--- src/rtl/seven_segment_scanner.sv ---
// Time-multiplexed N-digit seven-segment scanner with one shared hex decoder,
// a blanking guard between digits and frame-aligned commit of buffered values.
module seven_segment_scanner #(
  parameter int NUM_DIGITS  = 4,
  parameter int REFRESH_DIV = 1000,
  parameter int BLANK_GAP   = 2
) (
  input  logic                    clk,
  input  logic                    reset,
  input  logic [4*NUM_DIGITS-1:0] value_in,
  input  logic                    load_valid,
  output logic                    load_ready,
  input  logic [NUM_DIGITS-1:0]   digit_enable,
  input  logic                    lz_suppress,
  output logic [6:0]              seg_out,
  output logic [NUM_DIGITS-1:0]   digit_sel,
  output logic                    frame_done
);

  localparam int MAXPH = (REFRESH_DIV > BLANK_GAP) ? REFRESH_DIV : BLANK_GAP;
  localparam int CW    = $clog2(MAXPH + 1);
  localparam int IW    = (NUM_DIGITS > 1) ? $clog2(NUM_DIGITS) : 1;

  localparam logic [0:0] ST_BLANK = 1'b0;
  localparam logic [0:0] ST_SHOW  = 1'b1;
  localparam logic [0:0] ST_INIT  = (BLANK_GAP > 0) ? ST_BLANK : ST_SHOW;

  localparam logic [CW-1:0] SHOW_LAST  = CW'(REFRESH_DIV - 1);
  localparam logic [CW-1:0] BLANK_LAST = CW'((BLANK_GAP > 0) ? BLANK_GAP - 1 : 0);
  localparam logic [IW-1:0] IDX_LAST   = IW'(NUM_DIGITS - 1);

  logic [0:0]              state, state_nx;
  logic [IW-1:0]           idx, idx_nx;
  logic [CW-1:0]           cnt, cnt_nx;
  logic [4*NUM_DIGITS-1:0] active, active_nx, pending;
  logic                    pending_valid, pending_valid_nx;
  logic                    frame_end, accept;
  logic [NUM_DIGITS-1:0]   lz_blank;
  logic                    zero_run, lit;
  logic [3:0]              nib;
  logic [6:0]              seg_nx;
  logic [NUM_DIGITS-1:0]   sel_nx;
  logic                    fd_nx;

  function automatic logic [6:0] hex_to_seg(input logic [3:0] h);
    case (h)
      4'h0: hex_to_seg = 7'b1111110;
      4'h1: hex_to_seg = 7'b0110000;
      4'h2: hex_to_seg = 7'b1101101;
      4'h3: hex_to_seg = 7'b1111001;
      4'h4: hex_to_seg = 7'b0110011;
      4'h5: hex_to_seg = 7'b1011011;
      4'h6: hex_to_seg = 7'b1011111;
      4'h7: hex_to_seg = 7'b1110000;
      4'h8: hex_to_seg = 7'b1111111;
      4'h9: hex_to_seg = 7'b1111011;
      4'hA: hex_to_seg = 7'b1110111;
      4'hB: hex_to_seg = 7'b0011111;
      4'hC: hex_to_seg = 7'b1001110;
      4'hD: hex_to_seg = 7'b0111101;
      4'hE: hex_to_seg = 7'b1001111;
      default: hex_to_seg = 7'b1000111;
    endcase
  endfunction

  assign frame_end = (state == ST_SHOW) && (idx == IDX_LAST) && (cnt == SHOW_LAST);
  assign accept    = load_valid && load_ready;

  always_comb begin
    state_nx = state;
    idx_nx   = idx;
    cnt_nx   = cnt + 1'b1;
    if (state == ST_BLANK) begin
      if (cnt == BLANK_LAST) begin
        state_nx = ST_SHOW;
        cnt_nx   = '0;
      end
    end else if (cnt == SHOW_LAST) begin
      state_nx = ST_INIT;
      cnt_nx   = '0;
      idx_nx   = (idx == IDX_LAST) ? '0 : idx + 1'b1;
    end
  end

  always_comb begin
    active_nx        = (frame_end && pending_valid) ? pending : active;
    pending_valid_nx = pending_valid;
    if (accept)
      pending_valid_nx = 1'b1;
    else if (frame_end)
      pending_valid_nx = 1'b0;
  end

  // Digit i is suppressible when every nibble from the top down to i is zero.
  always_comb begin
    zero_run = 1'b1;
    lz_blank = '0;
    for (int unsigned k = 0; k < NUM_DIGITS; k++) begin
      zero_run = zero_run && (active_nx[4*(NUM_DIGITS-1-k) +: 4] == 4'h0);
      if (k != NUM_DIGITS - 1)
        lz_blank[NUM_DIGITS-1-k] = zero_run;
    end
  end

  // Outputs are decoded from next-cycle state so the registered outputs line
  // up with the state they describe, while enables/lz act one cycle later.
  always_comb begin
    nib    = active_nx[idx_nx*4 +: 4];
    lit    = (state_nx == ST_SHOW) && digit_enable[idx_nx] &&
             !(lz_suppress && lz_blank[idx_nx]);
    seg_nx = lit ? hex_to_seg(nib) : '0;
    sel_nx = lit ? (NUM_DIGITS'(1) << idx_nx) : '0;
    fd_nx  = (state_nx == ST_SHOW) && (idx_nx == IDX_LAST) && (cnt_nx == SHOW_LAST);
  end

  always_ff @(posedge clk or negedge reset) begin
    if (!reset) begin
      state         <= ST_INIT;
      idx           <= '0;
      cnt           <= '0;
      active        <= '0;
      pending       <= '0;
      pending_valid <= 1'b0;
      load_ready    <= 1'b1;
      seg_out       <= '0;
      digit_sel     <= '0;
      frame_done    <= 1'b0;
    end else begin
      state         <= state_nx;
      idx           <= idx_nx;
      cnt           <= cnt_nx;
      active        <= active_nx;
      if (accept)
        pending     <= value_in;
      pending_valid <= pending_valid_nx;
      load_ready    <= !pending_valid_nx;
      seg_out       <= seg_nx;
      digit_sel     <= sel_nx;
      frame_done    <= fd_nx;
    end
  end

endmodule

--- config.mk ---
export PLATFORM = sky130hd
export DESIGN_NAME = seven_segment_scanner
export DESIGN_NICKNAME = d
export VERILOG_FILES = /design/src/rtl/seven_segment_scanner.sv
export SDC_FILE = /design/constraint.sdc
export NUM_CORES = 1
export LEC_CHECK = 0
export BUFFER_PORTS_ARGS = -buffer_cell sky130_fd_sc_hd__buf_2
export CAP_MARGIN = 20
export CORE_UTILIZATION = 30
export CTS_BUF_LIST = sky130_fd_sc_hd__clkbuf_2
export CTS_CLUSTER_SIZE = 16
export DETAILED_ROUTE_END_ITERATION = 10
export GPL_ROUTABILITY_DRIVEN = 0
export SLEW_MARGIN = 20
export SYNTH_ARGS = -nofsm -noshare
export SYNTH_HDL_FRONTEND = slang
export SYNTH_SLANG_ARGS = --single-unit
export TNS_END_PERCENT = 50
--- constraint.sdc ---
create_clock -name clk -period 3.5 [get_ports clk]
set_input_delay 1.05 -clock clk [delete_from_list [all_inputs] [get_ports clk]]
set_output_delay 1.05 -clock clk [all_outputs]
set_load 0.05 [all_outputs]
== Yosys cells after proc, flatten, opt, wreduce, memory -nomap -nowiden ==
Memories as Yosys holds them, arrays and structs flattened.
Cells that the tools add are included.

* Word-level logic and storage cells: 55
* Output and inout bits: 13
* Input bits: 24
* ROM bits: 112
* Flip-flop bits (word level): 59
* Memories: 1

{| class="wikitable"
|+ Memory list
! name !! words !! width !! rd ports !! clocked after memory_dff !! write ports !! line !! source
|-
| (no name shown) || 16 || 7 || 1 || 0 || 0 || 46 || <nowiki>case (h)</nowiki>
|}

* Mux-type cells: 18
* $lt $le $gt $ge: 1
* Add/subtract/negate cells: 2
* Equality and inequality tests: 5
* Shift-type cells: 2
* Reduce and logical (&&, ||, !) cells: 16

{| class="wikitable"
|+ Operators by type and width
! kind !! count
|-
| $mux W10 || 3
|-
| $eq A10 B10 Y1 const B || 2
|-
| $mux W16 || 1
|-
| $shiftx A16 B5 Y4 || 1
|-
| $logic_not A4 Y1 || 3
|-
| $logic_and A1 B1 Y1 || 11
|-
| $add A10 B1 Y10 const B || 1
|-
| $eq A10 B1 Y1 const B || 1
|-
| $mux W1 || 7
|-
| $mux W7 || 1
|-
| $mux W2 || 3
|-
| $bmux W1 S2 || 2
|-
| $eq A2 B2 Y1 const B || 2
|-
| $mux W4 || 1
|-
| $shl A1 B2 Y4 const A || 1
|-
| $lt A2 B3 Y1 const B || 1
|-
| $add A2 B1 Y2 const B || 1
|-
| $logic_not A1 Y1 || 2
|}

== Logic depth before layout (Yosys ltp) ==
* Depth after elaboration: 14
* Mapped depth: 13
* Depth with buffers taken out: 12

== Worst setup path before layout ==
Ideal clock, no wire load.

* Kind: flip-flop to flip-flop
* Start: register cnt[0]
* End: register seg_out[0]
* Stages on the path, launching flop included: 11
* Path buffers: 0
* Arrival time: 3.129 ns
* Clock period less this slack: 3.233 ns
* Setup slack: 0.267 ns
* Required time: 3.396 ns
* Library setup time: 0.104 ns
* Cell sequence: dfrtp_1 > ha_1 > nand3_2 > nor4_4 > mux2i_2 > mux2_2 > mux2i_1 > inv_1 > ha_1 > mux2_2 > a221oi_1

* Longest elaborated chain between the ends: 13
* Elaborated cells between the ends (all ways): 26
* Those cells by class: 2 x eq/ne; 1 x shift; 11 x mux; 11 x reduce/logical; 1 x memory

{| class="wikitable"
|+ Ends and longest elaborated chain
! what !! line !! source
|-
| start, declared || 34 || <nowiki>logic [CW-1:0] cnt, cnt_nx;</nowiki>
|-
| start signal, assigned || 131 || <nowiki>cnt <= cnt_nx;</nowiki>
|-
| parallel branches: the longest is 12 deep, another holds $mem_v2 Z16 W7 || - ||
|-
| $mux W7 (*) || 111 || <nowiki>seg_nx = lit ? hex_to_seg(nib) : '0;</nowiki>
|-
| named net seg_nx[0] || 41 || <nowiki>logic [6:0] seg_nx;</nowiki>
|-
| end signal, assigned || 137 || <nowiki>seg_out <= seg_nx;</nowiki>
|-
| end, declared || 15 || <nowiki>output logic [6:0] seg_out,</nowiki>
|}

Mark *: on every way through the listed nets, which the timed path passes. The select of a mux whose other input is x is not followed.
A chain may end at the register's enable or synchronous reset.

== Worst setup path after layout ==
Ends and elaborated chain as after synthesis.

==> results_dict.tcl <==
set metrics [dict create \
    outcome "completed" \
    yosys_warnings 0 \
    grt_pass1_wl_mm 11.4 \
    antennaDiodeCount 0 \
    num_vias 2291 \
    finalSetupTns_ns 0 \
    nNetsFinal 365 \
    hold_class "reg -> reg" \
    fin_crit_sh 0.938 \
    grt_max_degree 39 \
    first_pass_iters 4 \
    via_per_inst 4.84 \
    peakVddDrop_mv 0.159 \
    fin_worst_skew_ns 0.0188 \
    cp_num_buf_inv 1 \
    final_util 0.360 \
    cp.arrival_ns 3.66 \
    antenna_left 0 \
    cts_buffers 9 \
    dp_hpwl_mm 5.11 \
    initial_core_util 0.310 \
    yosysUniqueCellTypes 55 \
    yosysTopAreaCell "dfrtp_1" \
    path_cells "ha_1 -> nand3_2 -> nor4_4 -> mux2i_2 -> mux2_2 -> mux2i_2 -> inv_1 -> ha_1 -> mux2_2 -> a221oi_1" \
    routedWlPerCell_um 14.1 \
    slew_headroom 0.529 \
    hold_depth 1 \
    ff2ff_setup_slack_ns 0.22 \
    ys.flop_type "dfrtp_1" \
    async_flop_share 1.00 \
    synthesis.area_sq_mm 0.00320 \
    fp.dieW_um 105 \
    cts_hold_buf 0 \
    worstReg2RegStart "cnt[0]" \
    cpPeakStageDelay_ns 0.46 \
    ys_seq_area_frac 0.462 \
    yosysTopAreaCellShare 0.454 \
    r2r_end "seg_out[0]" \
    crit_type "reg -> reg" \
    track_usage 0.133 \
    period_minus_slack_ns 3.28 \
    p_sw_frac 0.232 \
    htreeDepth 3 \
    crit_slowest_cell "dfrtp_1" \
    worst_slack_ns 0.218 \
    area_growth_pct 16.4 \
    wirelength_mm 6.68 \
    end_kind "flip-flop" \
    synth-seq-cells 59 \
    io_buffer_count 36 \
    row_count 37 \
    dieArea_sq_mm 0.0111 \
    drv_cap 0 \
    netlist_instances 284 \
    core_sq_mm 0.0103 \
    p_switching_mw 0.284 \
    finalHoldViolCount 0 \
    p_seq_frac 0.562 \
    required_ns 3.88 \
    drive_gt1_frac 0.329 \
    critPathLaunchType "flip-flop" \
    drt-initial-drc-count 87 \
    setup_viol 0 \
    io_pins 37 \
    cts.clk_slew.worst_paths_ns 0.16 \
    internal_power_mw 0.939 \
    yosysMostFrequentCell "dfrtp_1" \
    die_h_um 105 \
    overflow 0 \
    fmax_ghz 0.305 \
    grt_pass1_vias 2322 \
    ys_top_cells_by_count "dfrtp_1, mux2_2, nand2_1, mux2i_1, nor2_1" \
    place_ws_ns 0.169 \
    antenna_found_initial 0 \
    clockPowerShare 0.394 \
    fin_hold_ws_ns 0.515 \
    post-route-drc-count 0 \
    reg2reg_depth 10 \
    crit_fanout 6 \
    comb_power_share 0.045 \
    ys_top_cells_by_area "dfrtp_1, mux2_2, mux2i_1" \
    synth-edff-count 0 \
    cts.sinks 59 \
    final_max_slew_viol_count 0 \
    path_delay_family "multiplexers" \
    postSynthAreaPerCell_sq_um 11.3 \
    clock_latency_ns 0.49 \
    cts-root-buf "clkbuf_2" \
    p_leak_nw 1.90 \
    whs_endpoint "active[1]" \
    worst_slew_pin_slew_ns 0.704 \
    cts_tree "built" \
    hold_start "active[1]" \
    clock_path_buffers 2 \
    syn-num-nets 317 \
    power.density_mw_per_mm2 329 \
]
==> power groups by stage <==
stage | Combinational [mW] | Clock, mW | Sequential, mW
6_report | 0.0545 | 0.481 | 0.687
5_1_grt | 0.0605 | 0.527 | 0.688
4_1_cts | 0.0567 | 0.500 | 0.687
3_5_place_dp | 0.0566 | 0 | 0.700
3_3_place_gp | 0.0562 | 0 | 0.700
2_1_floorplan | 0.00682 | 0 | 0.715
==> layout make-up <==
| type | instances | area (sq um) |
|---|---|---|
| flip-flops and latches | 59 | 1480 |
| clock inverters | 6 | 81.3 |
| inverters | 16 | 60.1 |
| well taps | 136 | 170 |
| clock buffers | 10 | 50.0 |
| fillers | 1047 | 6610 |
| repair buffers | 47 | 275 |
| multi-input cells | 199 | 1600 |
==> worst register-to-register path: cells and delay by family, from the launching register on <==
family | cells | cell delay [ns]
mux | 4 | 1.36
flops | 1 | 0.46
fa+ha+maj | 2 | 0.53
buf+inv | 1 | 0.15
simple gates | 2 | 0.43
compound gates | 1 | 0.27
==> timing repair <==
item | in CTS | in global routing
setup buffers | 0 | 2
endpoints found under the hold margin | 0 | 0
gates resized for setup | 0 | 2
setup endpoints to repair | 0 | 3
==> logic make-up after synthesis <==
| kind of cell | synth area share |
|---|---|
| AND/OR/NAND/NOR | 0.165 |
| buffers and inverters | 0.0380 |
| flip-flops | 0.462 |
| multiplexers | 0.208 |
| AO/OA/AOI/OAI | 0.0670 |
| XOR/XNOR | 0.0247 |
| adder cells (fa/ha/maj) | 0.0352 |
==> metrics by stage <==
| step | instance area (sq um) | instances | power (mW) |
|---|---|---|---|
| 6_report | 3720 | 473 | 1.22 |
| 5_1_grt | 3720 | 473 | 1.28 |
| 4_1_cts | 3700 | 471 | 1.24 |
| 3_5_place_dp | 3560 | 455 | 0.756 |
| 3_3_place_gp | 3560 | 455 | 0.756 |
| 2_1_floorplan | 3200 | 284 | 0.722 |
==> routing by layer <==
metal  share of wire  wire length, um  vias to the layer above  track usage
li1                -                -                     1114            -
met1            0.46             3070                     1109        0.168
met2            0.49             3250                       57        0.209
met3           0.042              280                       11       0.0424
met4           0.013               89                        0       0.0533
met5               0                0                        -            0
==> how the worst max path moves through the flow <==
stage	endpoint	depth (start not counted)	slack, ns	startpoint
after floorplan	seg_out[0]	10	0.27	cnt[0]
after global placement	seg_out[0]	10	0.30	cnt[0]
after detailed placement	seg_out[0]	10	0.17	cnt[0]
after CTS	seg_out[0]	10	0.12	cnt[0]
after global routing	seg_out[0]	11	-0.03	cnt[0]
final	seg_out[0]	10	0.22	cnt[0]
==> flip-flops by register name, indices dropped and copies added (netlist names) <==
register       count
idx                2
state              1
pending           16
pending_valid      1
digit_sel          4
frame_done         1
cnt               10
active            16
load_ready         1
seg_out            7
==> cell usage in the layout (no fill, tap or decap), types with 3 or more instances in the layout <==
cell type  instances
or3_1              3
nor2_1            22
clkbuf_2          10
xor2_1             3
mux2i_2            4
mux2i_1           23
xnor2_1            6
nand2_1           26
nor4_1             4
mux2_2            28
nor3_1             5
buf_4             10
inv_1             14
and2_1             3
dfrtp_1           58
o21ai_0            6
o211ai_1           4
ha_1               9
a21oi_1            5
a221oi_1           3
buf_2             36
nand3_1            8
Power figures use the tool's default switching activity.
